File: config.mk
export PLATFORM = sky130hd
export DESIGN_NAME = seg7_scan_decoder
export DESIGN_NICKNAME = d
export VERILOG_FILES = /design/src/rtl/seg7_scan_decoder.sv
export SDC_FILE = /design/constraint.sdc
export NUM_CORES = 1
export LEC_CHECK = 0
export CAP_MARGIN = 10
export CORE_ASPECT_RATIO = 0.75
export CORE_MARGIN = 4
export CORE_UTILIZATION = 30
export CTS_BUF_LIST = sky130_fd_sc_hd__clkbuf_8
export DETAILED_ROUTE_END_ITERATION = 7
export GPL_ROUTABILITY_DRIVEN = 0
export HOLD_SLACK_MARGIN = 0.02
export RECOVER_POWER = 100
export SLEW_MARGIN = 25
export SYNTH_ARGS = -nofsm -noshare
export SYNTH_HDL_FRONTEND = slang
export SYNTH_SLANG_ARGS = --single-unit
File: constraint.sdc
create_clock -name clk_in -period 8.6 [get_ports clk_in]
set_input_delay 1.72 -clock clk_in [delete_from_list [all_inputs] [get_ports clk_in]]
set_output_delay 1.72 -clock clk_in [all_outputs]
set_load 0.03 [all_outputs]
File: src/rtl/seg7_scan_decoder.sv
// seg7_scan_decoder: snoops a scanned seven-segment bus and converts each captured frame to magnitude plus sign
module seg7_scan_decoder #(
    parameter int NUM_DIGITS     = 4,
    parameter int OUT_W          = 14,
    parameter int STABLE_CYCLES  = 4,
    parameter bit SEG_ACTIVE_LOW = 1
) (
    input  logic                    clk_in,
    input  logic                    rst,
    input  logic [7:0]              seg,
    input  logic [NUM_DIGITS-1:0]   an,
    input  logic                    out_ready,
    output logic                    out_valid,
    output logic [OUT_W-1:0]        value,
    output logic                    neg,
    output logic                    err,
    output logic [4*NUM_DIGITS-1:0] digits
);
    localparam int CW = $clog2(STABLE_CYCLES + 1);
    localparam int KW = (NUM_DIGITS > 1) ? $clog2(NUM_DIGITS) : 1;
    localparam logic [3:0] C_MINUS = 4'hA;
    localparam logic [3:0] C_BAD   = 4'hE;
    localparam logic [3:0] C_BLANK = 4'hF;

    typedef enum logic [1:0] {COLLECT, CONVERT, HOLD} state_t;

    state_t                  state, state_nx;
    logic [NUM_DIGITS-1:0]   prev_an;
    logic [7:0]              prev_seg;
    logic [CW-1:0]           cnt, run;
    logic                    armed, armed_eff, an_chg, same, an_ok, hit, cap;
    logic [KW-1:0]           slot, kidx;
    logic [7:0]              seg_m;
    logic [3:0]              code_in, cur;
    logic [3:0]              codes [NUM_DIGITS];
    logic [NUM_DIGITS-1:0]   seen, seen_nx;
    logic [OUT_W-1:0]        acc, acc_nx;
    logic                    sm, sm_nx, sd, sd_nx, bad, bad_nx, cdone, fin_err;

    // Normalise to active-low with the decimal point forced off so dp never affects decode
    assign seg_m = (SEG_ACTIVE_LOW ? seg : ~seg) | 8'h80;

    // Map a normalised pattern to a digit, minus, blank or invalid code
    always_comb begin
        case (seg_m)
            8'hC0:   code_in = 4'h0;
            8'hF9:   code_in = 4'h1;
            8'hA4:   code_in = 4'h2;
            8'hB0:   code_in = 4'h3;
            8'h99:   code_in = 4'h4;
            8'h92:   code_in = 4'h5;
            8'h82:   code_in = 4'h6;
            8'hF8:   code_in = 4'h7;
            8'h80:   code_in = 4'h8;
            8'h90:   code_in = 4'h9;
            8'hBF:   code_in = C_MINUS;
            8'hFF:   code_in = C_BLANK;
            default: code_in = C_BAD;
        endcase
    end

    // Locate the single active-low anode; only meaningful when an_ok
    always_comb begin
        slot = '0;
        for (int i = 0; i < NUM_DIGITS; i++)
            if (!an[i]) slot = KW'(i);
    end

    assign an_ok     = $onehot(~an);
    assign an_chg    = an != prev_an;
    assign same      = !an_chg && seg == prev_seg;
    assign run       = !an_ok ? '0 : !same ? CW'(1) : (cnt == CW'(STABLE_CYCLES)) ? cnt : cnt + 1'b1;
    assign armed_eff = armed | an_chg;
    assign hit       = an_ok && armed_eff && run == CW'(STABLE_CYCLES);
    assign cap       = hit && state == COLLECT;
    assign seen_nx   = seen | (cap ? NUM_DIGITS'(1) << slot : '0);

    // Track the previous sample, the run length of identical samples and the one-shot arm per dwell
    always_ff @(posedge clk_in) begin
        if (rst) begin
            prev_an  <= '1;
            prev_seg <= '0;
            cnt      <= '0;
            armed    <= 1'b1;
        end else begin
            prev_an  <= an;
            prev_seg <= seg;
            cnt      <= run;
            armed    <= armed_eff & ~hit;
        end
    end

    // Slot codes and seen mask; only written while collecting, cleared when a result is taken
    always_ff @(posedge clk_in) begin
        if (rst) begin
            seen  <= '0;
            codes <= '{default: C_BLANK};
        end else if (state == HOLD && out_ready) begin
            seen <= '0;
        end else if (cap) begin
            codes[slot] <= code_in;
            seen        <= seen_nx;
        end
    end

    assign cur = codes[kidx];

    // One conversion step: accumulate digits and track sign/format legality
    always_comb begin
        acc_nx = acc;
        sm_nx  = sm;
        sd_nx  = sd;
        bad_nx = bad;
        if (cur <= 4'd9) begin
            acc_nx = acc * OUT_W'(10) + OUT_W'(cur);
            sd_nx  = 1'b1;
        end else if (cur == C_MINUS) begin
            bad_nx = bad | sd | sm;
            sm_nx  = 1'b1;
        end else if (cur == C_BLANK) begin
            bad_nx = bad | sd;
        end else begin
            bad_nx = 1'b1;
        end
    end

    // A lone minus without any digit is malformed too
    assign fin_err = bad | (sm & ~sd);

    // Walk slots msb to lsb during CONVERT; cdone marks the final accumulated state
    always_ff @(posedge clk_in) begin
        if (rst || state == COLLECT) begin
            acc   <= '0;
            sm    <= 1'b0;
            sd    <= 1'b0;
            bad   <= 1'b0;
            cdone <= 1'b0;
            kidx  <= KW'(NUM_DIGITS - 1);
        end else if (state == CONVERT && !cdone) begin
            acc   <= acc_nx;
            sm    <= sm_nx;
            sd    <= sd_nx;
            bad   <= bad_nx;
            cdone <= kidx == '0;
            kidx  <= kidx - 1'b1;
        end
    end

    // Result registers load on HOLD entry and stay frozen until the next frame completes
    always_ff @(posedge clk_in) begin
        if (rst) begin
            value  <= '0;
            neg    <= 1'b0;
            err    <= 1'b0;
            digits <= '1;
        end else if (state == CONVERT && cdone) begin
            value <= fin_err ? '0 : acc;
            neg   <= ~fin_err & sm;
            err   <= fin_err;
            for (int k = 0; k < NUM_DIGITS; k++)
                digits[4*k +: 4] <= codes[k];
        end
    end

    // State register
    always_ff @(posedge clk_in) begin
        if (rst) state <= COLLECT;
        else     state <= state_nx;
    end

    // Next-state logic
    always_comb begin
        state_nx = state;
        case (state)
            COLLECT: state_nx = &seen_nx ? CONVERT : COLLECT;
            CONVERT: state_nx = cdone ? HOLD : CONVERT;
            HOLD:    state_nx = out_ready ? COLLECT : HOLD;
            default: state_nx = COLLECT;
        endcase
    end

    assign out_valid = state == HOLD;
endmodule
==> results of run 1 <==
## worst max-delay path by stage
stage	from	to	cells past startpoint
after global placement	an[1]	codes[8]$_SDFFE_PP1P_	12
after floorplan	an[0]	codes[8]$_SDFFE_PP1P_	11
after CTS	an[1]	state[0]$_SDFF_PP0_	12
after global routing	an[1]	state[0]$_SDFF_PP0_	12
after detailed placement	an[1]	state[0]$_SDFF_PP0_	12
final	an[1]	state[0]$_SDFF_PP0_	12
## layout make-up
class / count / share of cell area
inverters: 19 / 0.01306
repair buffers: 49 / 0.08776
clock buffers: 9 / 0.02269
clock inverters: 7 / 0.01673
well taps: 205 / 0.04698
flip-flops and latches: 90 / 0.3300
multi-input cells: 379 / 0.4828
## cell usage in the layout (no fill, tap or decap), types with 18 or more instances in the layout
master                          instances
sky130_fd_sc_hd__mux2i_1               18
sky130_fd_sc_hd__nand3b_1              20
sky130_fd_sc_hd__xnor2_1               23
sky130_fd_sc_hd__inv_1                 20
sky130_fd_sc_hd__nand2_1               48
sky130_fd_sc_hd__nor2_1                60
sky130_fd_sc_hd__ha_1                  27
sky130_fd_sc_hd__dfxtp_1               90
sky130_fd_sc_hd__dlygate4sd3_1         34
## registers in the layout, indices dropped and copies added, names as in the netlist
signal and count:
kidx 2, neg 1, value 14, seen 4, state 2, codes 16
acc 14, prev_seg 8, armed 1, cnt 3, err 1, digits 16
prev_an 4, sm 1, sd 1, bad 1, cdone 1
## metal layers
layer / share of wire / vias up
met1: 0.53 / 1767
met5: 0 / -
li1: - / 1872
met3: 0.034 / 10
met2: 0.42 / 57
met4: 0.0095 / 0
## kinds of logic (layout without fill, tap and decap cells)
family,count (synthesis),in the layout,synth area share
compound gates,86,86,0.1326
xor+xnor,31,31,0.05824
fa+ha+maj,30,30,0.08535
buf+inv,44,84,0.03811
flops,90,90,0.3865
mux,22,22,0.05797
simple gates,210,210,0.2413
## through the flow
step           power [mW]  cell area (µm²)  std cells  setup slack, ns  hold WS, ns
2_1_floorplan      0.4605             4662        513            4.316       0.4262
3_3_place_gp       0.4735             5293        742            3.535       0.4344
3_5_place_dp       0.4746             5293        742            3.430       0.4492
4_1_cts            0.7933             5508        758            3.814       0.4613
5_1_grt            0.8172             5460        758            2.924       0.4985
6_report           0.7829             5460        758            3.195       0.4595
## worst reg2reg max path, cell delays in order, from the launching register on
cell and delay, ns:
sky130_fd_sc_hd__dfxtp_1 0.37, sky130_fd_sc_hd__inv_1 0.06, sky130_fd_sc_hd__ha_1 0.31, sky130_fd_sc_hd__or3_1 0.40
sky130_fd_sc_hd__a31oi_2 0.23, sky130_fd_sc_hd__nand4_1 0.22, sky130_fd_sc_hd__nor4_1 0.93, sky130_fd_sc_hd__nor2_1 0.15
sky130_fd_sc_hd__o32ai_1 0.31
## where the power goes
part           leakage [nW]  internal (mW)  switching [mW]
Sequential            0.730          0.420         0.00151
Combinational          1.29         0.0195          0.0235
Clock                 0.115          0.164           0.155
==> insert_results.sql, run 1 <==
INSERT INTO impl_metrics (metric_group, metric, value, unit) VALUES
('job', 'maxCapViolCount', '1', ''),
('worst_setup_path', 'crit_slowest_cell', 'sky130_fd_sc_hd__nor4_1', ''),
('global_routing', 'grt_max_degree', '70', ''),
('synthesis', 'flip_flop_and_latch_count_after_synthesis', '90', ''),
('route', 'totalWireLength', '10850', 'µm'),
('synthesis', 'netlist_top_cells_count', '90 x sky130_fd_sc_hd__dfxtp_1, 60 x sky130_fd_sc_hd__nor2_1, 48 x sky130_fd_sc_hd__nand2_1, 27 x sky130_fd_sc_hd__ha_1, 23 x sky130_fd_sc_hd__xnor2_1', ''),
('synthesis', 'avgSynthCellArea', '9.088', 'µm²'),
('global_routing', 'grtUsageMet3', '0.03397', ''),
('synthesis', 'syn_area', '0.004662', 'mm²'),
('worst_setup_path', 'cp.buffers_inverters', '2', ''),
('synthesis', 'yosys-top-cells-area', 'sky130_fd_sc_hd__dfxtp_1 39%, sky130_fd_sc_hd__ha_1 7.2%, sky130_fd_sc_hd__nor2_1 4.8%, sky130_fd_sc_hd__xnor2_1 4.3%, sky130_fd_sc_hd__mux2i_1 3.9%', ''),
('route', 'drc', '0', ''),
('cts', 'cts_buffer_depth', '2', ''),
('global_routing', 'grt_first_pass_wirelength', '17830', 'µm'),
('global_routing', 'overflow_left_after_global_routing', '0', ''),
('worst_setup_path', 'ff2ff_path_depth', '8', ''),
('synthesis', 'syn-num-nets', '558', ''),
('timing', 'rsz_0062_raised_after_global_routing', 'false', ''),
('global_routing', 'grt.met1_usage', '0.1739', ''),
('worst_setup_path', 'critPathMaxStageDelay', '0.93', 'ns'),
('global_routing', 'gr-usage-met2', '0.1914', ''),
('cts', 'post_cts_hold_buffer_count', '0', ''),
('worst_setup_path', 'rr_endpoint', 'state[0]$_SDFF_PP0_', ''),
('worst_setup_path', 'path_cells', 'dlygate4sd3_1 > fa_1 > inv_1 > ha_1 > ha_1 > nor3b_1 > o21ai_0 > a31oi_2 > nand4_1 > nor4_1 > nor2_1 > o32ai_1', ''),
('worst_hold_path', 'hold_path.class', 'reg2reg', ''),
('route', 'drt_iter0_markers', '194', ''),
('synthesis', 'count_of_flip_flops_with_a_built_in_enable_after_synthesis', '0', ''),
('floorplan', 'core_region_area', '0.01522', 'mm²'),
('status', 'run_status', 'finished, violations left', ''),
('layout', 'finish.utilization', '0.3586', ''),
('floorplan', 'core.rowCount', '39', ''),
('power', 'pd_cells', '143.4', 'mW/mm²'),
('worst_setup_path', 'worstPathMaxFanout', '6', ''),
('route', 'route.detailed.wl_per_inst', '14.32', 'µm'),
('layout', 'multi_input_area', '0.002636', 'mm²'),
('layout', 'syn_to_final_growth', '17.12', '%'),
('synthesis', 'yosys.cell_types.count', '51', ''),
('status', 'violations_in_the_final_reports', 'capacitance limit, slew limit', ''),
('cts', 'cts-buffers-inserted', '9', ''),
('floorplan', 'die-area', '0.01762', 'mm²'),
('worst_hold_path', 'min_path_cells', '2', ''),
('layout', 'diodes', '0', ''),
('timing', 'worst-slew-pin-transition', '2.713', 'ns'),
('global_routing', 'grt_pass1_vias', '3556', ''),
('timing', 'fin_tns_setup', '0', 'ns'),
('worst_hold_path', 'timing.hold.worst.start', 'bad$_SDFFE_PP0P_', ''),
('timing', 'finalCriticalPeriod', '5.405', 'ns'),
('worst_setup_path', 'timing.critical_path.from_type', 'input pin', ''),
('global_routing', 'antenna_found_initial', '0', ''),
('worst_setup_path', 'crit-reg2reg-launch', 'cnt[1]$_SDFF_PP0_', ''),
('synthesis', 'ys_async_sr_fraction', '0', ''),
('timing', 'maxClockFrequency', '185.0', 'MHz'),
('layout', 'nFillCells', '1558', ''),
('synthesis', 'dominantRegCellSynth', 'sky130_fd_sc_hd__dfxtp_1', ''),
('worst_setup_path', 'required', '8.85', 'ns'),
('timing', 'timing.final.crit_share', '0.6285', ''),
('synthesis', 'syn_inst', '513', ''),
('global_routing', 'grt_use_total', '0.1239', ''),
('timing', 'max_slew_margin', '-0.8086', ''),
('layout', 'ff_latch_area', '0.001802', 'mm²'),
('timing', 'finalHoldViolCount', '0', ''),
('worst_setup_path', 'critPathCaptureType', 'register', ''),
('floorplan', 'floorplan.die.width', '151.9', 'µm'),
('synthesis', 'synth.top_cell.area_share', '0.3865', ''),
('floorplan', 'io_pins', '48', ''),
('power', 'max-vdd-ir-drop', '66.16', 'µV'),
('cts', 'cts-root-buf', 'sky130_fd_sc_hd__clkbuf_8', ''),
('cts', 'tritoncts', 'done', ''),
('timing', 'max_transition_viols_final', '70', ''),
('global_routing', 'busiest_layer', 'met2', ''),
('cts', 'cts_post_setup_buffers_inserted', '0', '');
No activity file was read; power rests on OpenSTA's default activity.
==> run 2: changes to the inputs <==
==> constraint.sdc (replaced) <==
create_clock -name clk_in -period 5.2 [get_ports clk_in]
set_input_delay 1.04 -clock clk_in [delete_from_list [all_inputs] [get_ports clk_in]]
set_output_delay 1.04 -clock clk_in [all_outputs]
set_load 0.03 [all_outputs]
==> insert_results.sql, run 2 (synthesized netlist as in run 1, its figures left out) <==
INSERT INTO impl_metrics (metric_group, metric, value, unit) VALUES
('status', 'run_status', 'finished, violations left', ''),
('status', 'violations_in_the_final_reports', 'capacitance limit, slew limit', ''),
('timing', 'finalHoldViolCount', '0', ''),
('route', 'detailroute.via_count', '3704', ''),
('cts', 'post_cts.resized_instances', '0', ''),
('floorplan', 'core.rowCount', '39', ''),
('power', 'p_leak', '2.123', 'nW'),
('place', 'place_inst', '742', ''),
('global_routing', 'overflow_left_after_global_routing', '0', ''),
('layout', 'nFillCells', '1566', ''),
('timing', 'max_slew_margin', '-0.8187', ''),
('place', 'place.port_buffers', '47', ''),
('route', 'drc', '0', ''),
('layout', 'layout.cells.most_common_list', '90 x sky130_fd_sc_hd__dfxtp_1, 60 x sky130_fd_sc_hd__nor2_1, 48 x sky130_fd_sc_hd__nand2_1', ''),
('job', 'maxCapViolCount', '1', ''),
('timing', 'post-route-worst-setup-slack', '0.9133', 'ns'),
('route', 'totalWireLength', '10830', 'µm'),
('route', 'firstDrtPassIters', '4', ''),
('timing', 'rsz_0062_raised_after_global_routing', 'false', ''),
('floorplan', 'initial_utilization', '0.3062', ''),
('timing', 'maxClockFrequency', '233.3', 'MHz'),
('layout', 'syn_to_final_growth', '17.36', '%'),
('cts', 'post_cts_hold_buffer_count', '0', ''),
('worst_setup_path', 'worstPathMaxFanout', '6', ''),
('timing', 'fin_tns_setup', '0', 'ns'),
('cts', 'clkSinkCount', '90', ''),
('cts', 'clkLatencyLatePin', '0.35', 'ns'),
('cts', 'cts.clk_slew.worst_paths', '0.09', 'ns'),
('timing', 'timing.final.crit_share', '0.8244', ''),
('layout', 'multi_input_area', '0.002670', 'mm²'),
('route', 'ant_nets', '0', ''),
('cts', 'cts_post_setup_buffers_inserted', '0', ''),
('timing', 'worst-slew-pin-transition', '2.728', 'ns'),
('cts', 'htreeDepth', '3', ''),
('global_routing', 'grt_use_total', '0.1251', ''),
('worst_setup_path', 'timing.critical_path.from_type', 'input pin', ''),
('route', 'drt_iter0_markers', '213', ''),
('floorplan', 'die_height', '116.0', 'µm'),
('timing', 'finalCriticalPeriod', '4.287', 'ns'),
('cts', 'cts_buffer_depth', '2', ''),
('timing', 'finalClockSkew', '0.01157', 'ns'),
('route', 'routed_via_density', '4.899', ''),
('floorplan', 'floorplan.die.width', '151.9', 'µm'),
('power', 'pd_cells', '227.8', 'mW/mm²'),
('worst_setup_path', 'crit_type', 'in2reg', ''),
('floorplan', 'die-area', '0.01762', 'mm²'),
('worst_hold_path', 'hold_path.class', 'reg2reg', ''),
('worst_setup_path', 'critPathCaptureType', 'register', ''),
('cts', 'cts-buffers-inserted', '9', ''),
('floorplan', 'core_region_area', '0.01522', 'mm²'),
('layout', 'instances_no_fill', '756', ''),
('layout', 'post_route_cells_drive_above_1_share', '0.05808', ''),
('place', 'post-place-ws', '0.7319', 'ns'),
('layout', 'finish.utilization', '0.3594', ''),
('place', 'dp_hpwl', '8128', 'µm'),
('layout', 'final_common_cell', 'sky130_fd_sc_hd__dfxtp_1', ''),
('layout', 'ff_latch_area', '0.001802', 'mm²'),
('cts', 'cts-root-buf', 'sky130_fd_sc_hd__clkbuf_8', ''),
('power', 'max-vdd-ir-drop', '103.4', 'µV'),
('worst_setup_path', 'required', '5.44', 'ns'),
('worst_setup_path', 'arrival', '4.52', 'ns'),
('timing', 'max_transition_viols_final', '70', ''),
('layout', 'diodes', '0', ''),
('layout', 'top_regs', 'codes (16), digits (16)', ''),
('global_routing', 'grt_max_degree', '70', ''),
('cts', 'tritoncts', 'done', ''),
('global_routing', 'grt_first_pass_wirelength', '18060', 'µm'),
('floorplan', 'io_pins', '48', ''),
('layout', 'nNetsFinal', '593', ''),
('global_routing', 'antenna_found_initial', '0', ''),
('global_routing', 'grt_pass1_vias', '3604', ''),
('timing', 'setup_violation_total_in_the_final_timing_report', '0', ''),
('route', 'route.detailed.wl_per_inst', '14.33', 'µm'),
('power', 'finalPower', '1.246', 'mW');
[run 2: changes by cell type in the layout (fill, tap and decap cells not counted), sizes merged]
cell and change:
clkinv -2, clkbuf +2, inv -2, bufinv -1, clkinvlp +1
[run 2: area by class of cell]
class                      instances  share of cell area
clock inverter                     3            0.007546
sequential                        90              0.3293
inverter                          19             0.01303
timing repair buffer              49             0.08758
clock buffer                      11             0.02767
tap                              205             0.04688
multi-input combinational        379              0.4880
[run 2: critical path, cell delays in order]
cell and delay [ns]:
sky130_fd_sc_hd__dlygate4sd3_1 0.65, sky130_fd_sc_hd__fa_1 0.54, sky130_fd_sc_hd__inv_1 0.04, sky130_fd_sc_hd__ha_1 0.17, sky130_fd_sc_hd__ha_1 0.27, sky130_fd_sc_hd__nor3b_1 0.30
sky130_fd_sc_hd__o21ai_0 0.16, sky130_fd_sc_hd__a31oi_2 0.22, sky130_fd_sc_hd__nand4_1 0.31, sky130_fd_sc_hd__nor4_4 0.44, sky130_fd_sc_hd__nor2b_1 0.11, sky130_fd_sc_hd__a211o_1 0.27
[run 2: worst paths after layout]
check,from,end,slack (ns),cells after the start
worst max-delay path,an[1],codes[8]$_SDFFE_PP1P_,0.91,12
worst min-delay path,bad$_SDFFE_PP0P_,bad$_SDFFE_PP0P_,0.45,2
worst max register to register,kidx[0]$_SDFFE_PP1P_,acc[13]$_SDFFE_PP0P_,2.17,9
worst min register to register,bad$_SDFFE_PP0P_,bad$_SDFFE_PP0P_,0.45,2
[run 2: power breakdown]
group / internal, mW / leakage (nW) / switching, mW
clock network: 0.242 / 0.0987 / 0.236
registers: 0.694 / 0.730 / 0.00255
logic: 0.0324 / 1.29 / 0.0398
total: 0.969 / 2.12 / 0.278
[run 2: layer usage]
metal	track usage	vias up	share of wire
li1	-	1865	-
met1	0.1754	1760	0.53
met2	0.1908	71	0.43
met3	0.03434	8	0.039
met4	0.03413	0	0.010
met5	0	-	0
[run 2: through the flow]
| step | instance area (µm²) | hold slack [ns] |
|---|---|---|
| finish | 5472 | 0.4512 |
| global route | 5472 | 0.4825 |
| CTS | 5485 | 0.4556 |
| detailed placement | 5293 | 0.4440 |
| global placement | 5293 | 0.4343 |
| floorplan | 4662 | 0.4262 |
